<file path="config.mk">
export PLATFORM = sky130hd
export DESIGN_NAME = fetch_decode_unit_flat
export DESIGN_NICKNAME = d
export VERILOG_FILES = /design/src/rtl/fetch_decode_unit_if.sv /design/src/rtl/fetch_decode_unit.sv /design/src/flat_wrapper.sv
export SDC_FILE = /design/constraint.sdc
export NUM_CORES = 1
export LEC_CHECK = 0
export BUFFER_PORTS_ARGS = -buffer_cell sky130_fd_sc_hd__clkbuf_2
export CELL_PAD_IN_SITES_DETAIL_PLACEMENT = 1
export CELL_PAD_IN_SITES_GLOBAL_PLACEMENT = 1
export CORE_ASPECT_RATIO = 0.7
export CORE_MARGIN = 1
export CORE_UTILIZATION = 24
export CTS_BUF_LIST = sky130_fd_sc_hd__clkbuf_16
export DETAILED_ROUTE_END_ITERATION = 6
export PLACE_DENSITY_LB_ADDON = 0.05
export SKIP_CTS_REPAIR_TIMING = 1
export SLEW_MARGIN = 15
export SYNTH_ARGS = -nofsm -noshare
export SYNTH_HDL_FRONTEND = slang
export SYNTH_SLANG_ARGS = --single-unit
export TNS_END_PERCENT = 30
</file>
<file path="constraint.sdc">
create_clock -name Clk -period 1.4 [get_ports Clk]
set_input_delay 0 -clock Clk [delete_from_list [all_inputs] [get_ports Clk]]
set_output_delay 0 -clock Clk [all_outputs]
set_load 0.03 [all_outputs]
</file>
<file path="src/rtl/fetch_decode_unit_if.sv">
// Bundle between the fetch/decode stage and its ROM, ALU branch resolver and register file.
// "master" is the fetch/decode side; "slave" is everything it talks to.
interface fetch_decode_unit_if #(
  parameter int PW = 8,
  parameter int IW = 9,
  parameter int D  = 4
);
  logic          Start;
  logic [PW-1:0] InstrAddr;
  logic [IW-1:0] InstrIn;
  logic          BranchTaken;
  logic [PW-1:0] BranchTarget;
  logic [1:0]    OpCode;
  logic [1:0]    Function;
  logic          OpReg;
  logic [D-1:0]  Regaddr;
  logic [7:0]    Imm;
  logic          WriteEn;
  logic [PW-1:0] PC;
  logic          Done;

  modport master (
    input  Start, InstrIn, BranchTaken, BranchTarget,
    output InstrAddr, OpCode, Function, OpReg, Regaddr, Imm, WriteEn, PC, Done
  );

  modport slave (
    output Start, InstrIn, BranchTaken, BranchTarget,
    input  InstrAddr, OpCode, Function, OpReg, Regaddr, Imm, WriteEn, PC, Done
  );
endinterface

</file>
<file path="src/rtl/fetch_decode_unit.sv">
// Fetch/decode stage: owns the PC, reads a synchronous ROM, latches the instruction
// and splits it into register-file fields, with branch resolution and halt detection.
//
// state   | meaning
// --------+-----------------------------------------------------------
// S_IDLE  | after reset; waiting for Start
// S_FETCH | PC presented to the ROM
// S_LOAD  | ROM data valid; captured into IR at the end of the cycle
// S_EXEC  | decoded fields valid; write strobe, branch or halt resolved
// S_HALT  | program finished; Done held until Start
module fetch_decode_unit #(
  parameter int            PW       = 8,
  parameter int            IW       = 9,
  parameter int            D        = 4,
  parameter logic [PW-1:0] START_PC = '0
) (
  input logic                  Clk,
  input logic                  Reset,
  fetch_decode_unit_if.master  bus
);

  localparam logic [2:0] S_IDLE  = 3'd0;
  localparam logic [2:0] S_FETCH = 3'd1;
  localparam logic [2:0] S_LOAD  = 3'd2;
  localparam logic [2:0] S_EXEC  = 3'd3;
  localparam logic [2:0] S_HALT  = 3'd4;

  logic [2:0]    state;
  logic [PW-1:0] pc;
  logic [IW-1:0] ir;
  logic          done;
  logic          is_halt;
  logic          is_branch;

  assign is_halt   = &ir;
  assign is_branch = (ir[8:5] == 4'b0111);

  always_ff @(posedge Clk) begin
    if (Reset) begin
      state <= S_IDLE;
      pc    <= '0;
      ir    <= '0;
      done  <= 1'b0;
    end else begin
      case (state)
        S_IDLE: begin
          if (bus.Start) begin
            pc    <= START_PC;
            state <= S_FETCH;
          end
        end
        S_FETCH: state <= S_LOAD;
        S_LOAD: begin
          ir    <= bus.InstrIn;
          state <= S_EXEC;
        end
        S_EXEC: begin
          if (is_halt) begin
            done  <= 1'b1;
            state <= S_HALT;
          end else begin
            if (is_branch && bus.BranchTaken)
              pc <= bus.BranchTarget;
            else
              pc <= pc + 1'b1;
            state <= S_FETCH;
          end
        end
        S_HALT: begin
          if (bus.Start) begin
            done  <= 1'b0;
            pc    <= START_PC;
            state <= S_FETCH;
          end
        end
        default: state <= S_IDLE;
      endcase
    end
  end

  // Gated by Reset so a reset landing in EXEC never produces a write.
  assign bus.WriteEn   = (state == S_EXEC) && !is_halt && !is_branch && !Reset;

  assign bus.InstrAddr = pc;
  assign bus.PC        = pc;
  assign bus.Done      = done;
  assign bus.OpCode    = ir[8:7];
  assign bus.Function  = ir[6:5];
  assign bus.OpReg     = ir[4];
  assign bus.Regaddr   = ir[D-1:0];
  assign bus.Imm       = ir[7:0];

endmodule

</file>
<file path="src/flat_wrapper.sv">
// flat-port wrapper written by rule: the top's interface ports become plain ports
module fetch_decode_unit_flat 
#(
  parameter int            PW       = 8,
  parameter int            IW       = 9,
  parameter int            D        = 4,
  parameter logic [PW-1:0] START_PC = '0
)
  (Clk, Reset, bus_Start, bus_InstrIn, bus_BranchTaken, bus_BranchTarget, bus_InstrAddr, bus_OpCode, bus_Function, bus_OpReg, bus_Regaddr, bus_Imm, bus_WriteEn, bus_PC, bus_Done);
  fetch_decode_unit_if #(.PW(PW), .IW(IW), .D(D)) bus_i ();
  input logic Clk;
  input logic Reset;
  input wire logic [$bits(bus_i.Start)-1:0] bus_Start;
  input wire logic [$bits(bus_i.InstrIn)-1:0] bus_InstrIn;
  input wire logic [$bits(bus_i.BranchTaken)-1:0] bus_BranchTaken;
  input wire logic [$bits(bus_i.BranchTarget)-1:0] bus_BranchTarget;
  output wire logic [$bits(bus_i.InstrAddr)-1:0] bus_InstrAddr;
  output wire logic [$bits(bus_i.OpCode)-1:0] bus_OpCode;
  output wire logic [$bits(bus_i.Function)-1:0] bus_Function;
  output wire logic [$bits(bus_i.OpReg)-1:0] bus_OpReg;
  output wire logic [$bits(bus_i.Regaddr)-1:0] bus_Regaddr;
  output wire logic [$bits(bus_i.Imm)-1:0] bus_Imm;
  output wire logic [$bits(bus_i.WriteEn)-1:0] bus_WriteEn;
  output wire logic [$bits(bus_i.PC)-1:0] bus_PC;
  output wire logic [$bits(bus_i.Done)-1:0] bus_Done;
  assign bus_i.Start = bus_Start;
  assign bus_i.InstrIn = bus_InstrIn;
  assign bus_i.BranchTaken = bus_BranchTaken;
  assign bus_i.BranchTarget = bus_BranchTarget;
  assign bus_InstrAddr = bus_i.InstrAddr;
  assign bus_OpCode = bus_i.OpCode;
  assign bus_Function = bus_i.Function;
  assign bus_OpReg = bus_i.OpReg;
  assign bus_Regaddr = bus_i.Regaddr;
  assign bus_Imm = bus_i.Imm;
  assign bus_WriteEn = bus_i.WriteEn;
  assign bus_PC = bus_i.PC;
  assign bus_Done = bus_i.Done;
  fetch_decode_unit #(.PW(PW), .IW(IW), .D(D), .START_PC(START_PC)) u_core (.Clk(Clk), .Reset(Reset), .bus(bus_i));
endmodule
</file>
==> implementation parameters, run 1 <==
Parameter                              Value

Place
  Total half-perimeter wirelength after legalization and detailed placement    3230 um
  Routability cong.    0.763
  Total of buffers placed on input and output ports    55
  Instance area at placement    1640 um2

Power and ir drop
  PD cells    912 nW/um2
  Worst ir drop on vdd    330 uV
  Leak    0.783 nW

Outcome
  Failing checks    hold timing, setup timing
  Outcome    complete, but fails checks

STA
  Relative slew margins    0.647
  Ratio of final minimum period to clock period    1.04
  Actual transition at the worst max-transition pin    530 ps
  Unrepaired setup endpoints after global routing    yes
  Clock Skew    5.08 ps
  Count of pins over their slew limit    0
  Post-route worst hold slack    -14.6 ps
  F_max    687 MHz
  Final Hold Violating Endpoints    5
  Slack of the critical path    -55.5 ps
  Setup TNS    -123 ps
  Period minus WS final    1460 ps
  Final Setup Violations    3

Logic synthesis
  Avg Cell Area, Syn    8.71 um2
  Fraction of registers with async set/reset    0
  Instance count of the mapped netlist    139
  Number of nets produced by synthesis    161
  Warnings from Yosys    0
  Share of synthesized area occupied by flip-flops and latches    0.347
  Flip-flop and latch count after synthesis    21
  Predominant post-synthesis flop cell    sky130_fd_sc_hd__dfxtp_1
  EDFF count, synth    0
  Number of distinct library cells after synthesis    42
  Post-synthesis instance area    1210 um2

Worst setup path
  Number of cells traversed by the worst register-to-register path    4
  Crit path buf inv count    1
  End of the worst register-to-register path    u_core.bus.InstrAddr[7]
  Category of the critical setup timing path    reg -> out
  Cell with the largest stage delay on the worst path    sky130_fd_sc_hd__dfxtp_1
  Arr. time, crit path    1460 ps
  Ordered list of cells on the worst path    and3b_2 -> o31ai_2 -> or2_4 -> nor2_2 -> buf_6
  Critical path required time    1400 ps
  Largest delay share family, worst path    simple AND/OR/NAND/NOR gates
  Highest net fanout along the worst path    4
  Crit path capture type    output port
  Type of origin of the critical path    register
  Reg2reg setup slack    -40 ps
  Start of the worst register-to-register path    u_core.bus.InstrAddr[1]
  Stage delay of the slowest cell on the critical path    330 ps

Die
  Placeable Area    4810 um2
  Height of the die    61.4 um
  Area of the die    5340 um2
  Number of placement rows    21
  I/O pin cnt    56
  Die Width    86.9 um
  Initial Utilization    0.252

Detailed routing
  Met2 wire length    1760 um
  Detail-routed net length per standard cell    14.6 um
  Wire length the detailed router placed on met1    2080 um
  Vias per cell    4.56
  DRT Pass-1 Iters    6
  Antenna-violating nets left    0
  Number of remaining DRC errors    0
  WL final    4030 um
  Wire length on met3    151 um
  Highest routing layer actually used    met4
  Via count    1258
  Violation count after the first detailed-routing iteration    41

GRT
  Number of antenna violations at the first check in global routing    0
  GR Util All Layers    0.161
  First-pass GRT wire length    6270 um
  Total global routing overflow    0
  Pin count of the biggest net entering global routing    13
  Vias in the first global route    1220

Clock tree
  Maximum level of the CTS H-tree    1
  # clock sinks    21
  Clock buffers created by TritonCTS    3
  Clock slew seen by the registers of the worst setup and hold paths    60 ps
  Number of buffers on the longest clock path    2
  Clock tree from TritonCTS    yes
  Clock latency reported for the late side of the worst-skew pair    260 ps
  Clock root cell    sky130_fd_sc_hd__clkbuf_16

Worst hold path
  Class of the tightest hold or removal check    in -> reg
  Worst min-delay path startpoint    bus_InstrIn[1]
  Hold depth    3
  Endpoint, Worst Hold    u_core.ir[1]

Layout
  Fraction of final layout cells sized beyond drive strength 1    0.585
  Net count reported at finish    230
  Most common library cell in the layout ignoring fill and taps    sky130_fd_sc_hd__clkbuf_2
  Area overhead of the layout relative to synthesis    52.1%
  Number of diodes added for antenna fixing    0
  Cell area after layout    1840 um2
  Most frequent cells in the layout    sky130_fd_sc_hd__clkbuf_2 (54), sky130_fd_sc_hd__buf_4 (28), sky130_fd_sc_hd__dfxtp_2 (12), sky130_fd_sc_hd__nor2_1 (11), sky130_fd_sc_hd__mux2i_1 (10)

Flow run
  Max-Cap Viols    0
-- final cells by class --
class,instances,area [um2]
multi-input combinational,90,673
fill,589,2970
clock inverter,1,3.75
sequential,21,458
clock buffer,3,75.1
timing repair buffer,86,523
inverter,6,22.5
tap,69,86.3
-- worst max path at each step --
stage               cells after the start               startpoint                       to
finish                                  5          u_core.state[2]              bus_WriteEn
floorplan                               5  u_core.bus.InstrAddr[0]  u_core.bus.InstrAddr[6]
detailed placement                      5  u_core.bus.InstrAddr[1]  u_core.bus.InstrAddr[6]
global route                            5          u_core.state[2]              bus_WriteEn
CTS                                     5             u_core.ir[8]              bus_WriteEn
global placement                        5  u_core.bus.InstrAddr[2]  u_core.bus.InstrAddr[5]
-- worst reg2reg max path: cells and delay by family (launching register included) --
kind,cells,cell delay (ps)
AOI/OAI and AO/OA,2,390
and+or+nand+nor,2,590
DFF,1,380
-- per-layer routing --
metal | GRT usage | up-vias
met3 | 0.0375 | 5
met2 | 0.250 | 30
met1 | 0.224 | 593
met5 | 0 | -
met4 | 0.0500 | 0
li1 | - | 630
-- stage by stage --
stage               worst slack (ps)  utilization  cells  total power [mW]
floorplan                      -64.2            -    139             0.932
global placement               -77.2        0.340    266              1.06
detailed placement             -65.7        0.340    266              1.07
CTS                             -299        0.356    270              1.69
global route                    -137        0.383    276              1.78
finish                         -55.5        0.383    276              1.68
-- cells by family (layout without fill, tap and decap cells) --
logic type,count (synthesis),in the layout,share of synthesized area
simple gates,45,45,0.206
compound gates,32,32,0.187
xor+xnor,2,2,0.0145
fa+ha+maj,1,1,0.0103
buf+inv,28,96,0.153
flops,21,21,0.347
mux,10,10,0.0826
-- cells in the mapped netlist (3+ instances only) --
library cell,number,area [um2]
sky130_fd_sc_hd__nand3_1,7,35.0
sky130_fd_sc_hd__buf_4,17,128
sky130_fd_sc_hd__dfxtp_1,21,420
sky130_fd_sc_hd__nand2_1,5,18.8
sky130_fd_sc_hd__nor2_1,13,48.8
sky130_fd_sc_hd__inv_1,6,22.5
sky130_fd_sc_hd__o22ai_1,5,31.3
sky130_fd_sc_hd__nor3_1,3,15.0
sky130_fd_sc_hd__a21oi_1,7,35.0
sky130_fd_sc_hd__a211oi_1,3,22.5
sky130_fd_sc_hd__mux2i_1,10,100
sky130_fd_sc_hd__a32oi_1,5,43.8
-- power breakdown --
| group | total, mW | switching [mW] | internal, mW |
|---|---|---|---|
| clock network | 0.607 | 0.226 | 0.381 |
| registers | 0.664 | 0.0366 | 0.627 |
| logic | 0.408 | 0.234 | 0.174 |
| total | 1.68 | 0.497 | 1.18 |
-- flip-flops by register name (all words and copies together) (netlist names) --
signal                count
u_core.bus.Done           1
u_core.state              3
u_core.ir                 9
u_core.bus.InstrAddr      8
No activity file was read; power rests on OpenSTA's default activity.
==> inputs of run 2 (changes only) <==
--- a/config.mk
+++ b/config.mk
@@ -10,7 +10,7 @@
 export CELL_PAD_IN_SITES_GLOBAL_PLACEMENT = 1
 export CORE_ASPECT_RATIO = 0.7
 export CORE_MARGIN = 1
-export CORE_UTILIZATION = 24
+export CORE_UTILIZATION = 29
 export CTS_BUF_LIST = sky130_fd_sc_hd__clkbuf_16
 export DETAILED_ROUTE_END_ITERATION = 6
 export PLACE_DENSITY_LB_ADDON = 0.05
==> constraint.sdc (replaced) <==
create_clock -name Clk -period 1.3 [get_ports Clk]
set_input_delay 0 -clock Clk [delete_from_list [all_inputs] [get_ports Clk]]
set_output_delay 0 -clock Clk [all_outputs]
set_load 0.03 [all_outputs]
==> implementation parameters, run 2 (synthesized netlist as in run 1, its figures left out) <==
Parameter                              Value

Flow run
  Max-Cap Viols    0 (unchanged)

Layout
  Max FFs per register    9 (unchanged)
  Largest Register    u_core.ir
  Most common library cell in the layout ignoring fill and taps    sky130_fd_sc_hd__clkbuf_2
  Fraction of final layout cells sized beyond drive strength 1    0.667 (+0.0821)
  Net count reported at finish    248 (+7.8%)
  Number of diodes added for antenna fixing    0 (unchanged)
  Area overhead of the layout relative to synthesis    69.0%
  Most frequent cells in the layout    sky130_fd_sc_hd__clkbuf_2 (54), sky130_fd_sc_hd__buf_4 (45), sky130_fd_sc_hd__nor2_1 (11), sky130_fd_sc_hd__mux2i_1 (10), sky130_fd_sc_hd__dfxtp_4 (10)

Clock tree
  Clock slew seen by the registers of the worst setup and hold paths    60 ps (about the same)
  Number of buffers on the longest clock path    2 (unchanged)
  Clock root cell    sky130_fd_sc_hd__clkbuf_16
  # clock sinks    21 (unchanged)
  Clock tree from TritonCTS    yes
  Maximum level of the CTS H-tree    1 (unchanged)
  Clock buffers created by TritonCTS    3 (unchanged)
  Clock latency reported for the late side of the worst-skew pair    250 ps (about the same)

Die
  Height of the die    56.1 um (-8.7%)
  Initial Utilization    0.305 (+0.0532)
  I/O pin cnt    56 (unchanged)
  Number of placement rows    19 (-9.5%)
  Area of the die    4440 um2 (-17%)
  Placeable Area    3970 um2 (-17%)
  Die Width    79.2 um (-8.8%)

GRT
  Total global routing overflow    0 (unchanged)
  Number of antenna violations at the first check in global routing    0 (unchanged)
  Vias in the first global route    1274 (+4.4%)
  GR Util All Layers    0.181 (+0.0195)
  First-pass GRT wire length    6180 um (-1.4%)
  Pin count of the biggest net entering global routing    19 (+6)

Worst setup path
  Number of cells traversed by the worst register-to-register path    6 (+2)
  Ordered list of cells on the worst path    and3b_2 -> o31ai_4 -> or2_1 -> buf_12 -> nor2_4 -> buf_6
  Arr. time, crit path    1530 ps (+70 ps)
  Crit path capture type    output port
  Highest net fanout along the worst path    4 (unchanged)
  Category of the critical setup timing path    reg -> out
  Critical path required time    1300 ps (-100 ps)
  Type of origin of the critical path    register
  Stage delay of the slowest cell on the critical path    320 ps (about the same)
  Cell with the largest stage delay on the worst path    sky130_fd_sc_hd__dfxtp_2

STA
  Slack of the critical path    -229 ps (-174 ps)
  Count of pins over their slew limit    0 (unchanged)
  Post-route worst hold slack    -4.41 ps (+10.2 ps)
  Period minus WS final    1530 ps
  Final Hold Violating Endpoints    1 (-4)
  Setup TNS    -1040 ps (-915 ps)
  Actual transition at the worst max-transition pin    363 ps (-167 ps)
  Unrepaired setup endpoints after global routing    yes
  Relative slew margins    0.758 (+0.111)
  F_max    654 MHz
  Ratio of final minimum period to clock period    1.18
  Clock Skew    1.91 ps (-3.17 ps)
  Final Setup Violations    8 (+5)

Detailed routing
  Number of remaining DRC errors    0 (unchanged)
  Antenna-violating nets left    0 (unchanged)
  Violation count after the first detailed-routing iteration    23 (-44%)
  Detail-routed net length per standard cell    14.6 um (+0.16%)
  DRT Pass-1 Iters    4 (-2)
  Vias per cell    4.81 (+5.6%)
  Via count    1333 (+6.0%)
  WL final    4050 um (+0.52%)

Power and ir drop
  Leak    0.897 nW (+15%)
  PD cells    914 nW/um2 (+0.28%)
  Total power of the final layout    1.87 mW (+11%)
  Worst ir drop on vdd    527 uV (+59%)

Place
  Total half-perimeter wirelength after legalization and detailed placement    3110 um (-3.6%)
  Total of buffers placed on input and output ports    55 (unchanged)
  Placement-stage worst setup slack    -172 ps (-106 ps)
  Routability cong.    0.833 (+9.1%)

Outcome
  Failing checks    hold timing, setup timing
  Outcome    complete, but fails checks

Worst hold path
  Class of the tightest hold or removal check    in -> reg
  Hold depth    3 (unchanged)
[run 2: cell count changes in the layout (fill, tap and decap cells not counted), sizes merged]
cell / change
buf: +18
[run 2: area by class of cell]
type,instances,area [um2]
Timing Repair Buffer,104,671
Tap cell,52,65.1
Multi-Input combinational cell,90,743
Clock inverter,1,3.75
Fill cell,483,1920
Sequential cell,21,467
Inverter,6,22.5
Clock buffer,3,75.1
[run 2: per-layer routing]
metal | vias up | track usage | wire [um] | share of wire
met5 | - | 0 | 0 | 0
met3 | 2 | 0.0361 | 159 | 0.039
met4 | 0 | 0.0312 | 16 | 0.0039
li1 | 667 | - | - | -
met1 | 632 | 0.258 | 1980 | 0.49
met2 | 32 | 0.283 | 1900 | 0.47
[run 2: worst paths after layout]
kind                           start                 endpoint  slack (ps)
max                  u_core.state[2]              bus_WriteEn        -230
min                   bus_InstrIn[0]             u_core.ir[0]          -4
max reg2reg          u_core.state[2]  u_core.bus.InstrAddr[3]        -170
min reg2reg  u_core.bus.InstrAddr[6]  u_core.bus.InstrAddr[6]         470
[run 2: critical path: cells and delay by family (launching register included)]
kind	cells	cell delay, ps
compound gates	1	70
buf+inv	2	270
flops	1	320
simple gates	3	610
[run 2: where the power goes]
group          internal [mW]  switching [mW]  total (mW)
clock network          0.410           0.241       0.651
logic                  0.235           0.286       0.522
registers              0.668          0.0306       0.699
[run 2: metrics by stage]
step           area [um2]  hold slack [ps]  instances  utilization
5_1_grt              2050             12.2        277        0.516
4_1_cts              1860            -20.0        269        0.468
3_5_place_dp         1780              246        265        0.448
2_1_floorplan        1280              146        139            -
6_report             2050            -4.41        277        0.516
3_3_place_gp         1780              235        265        0.448
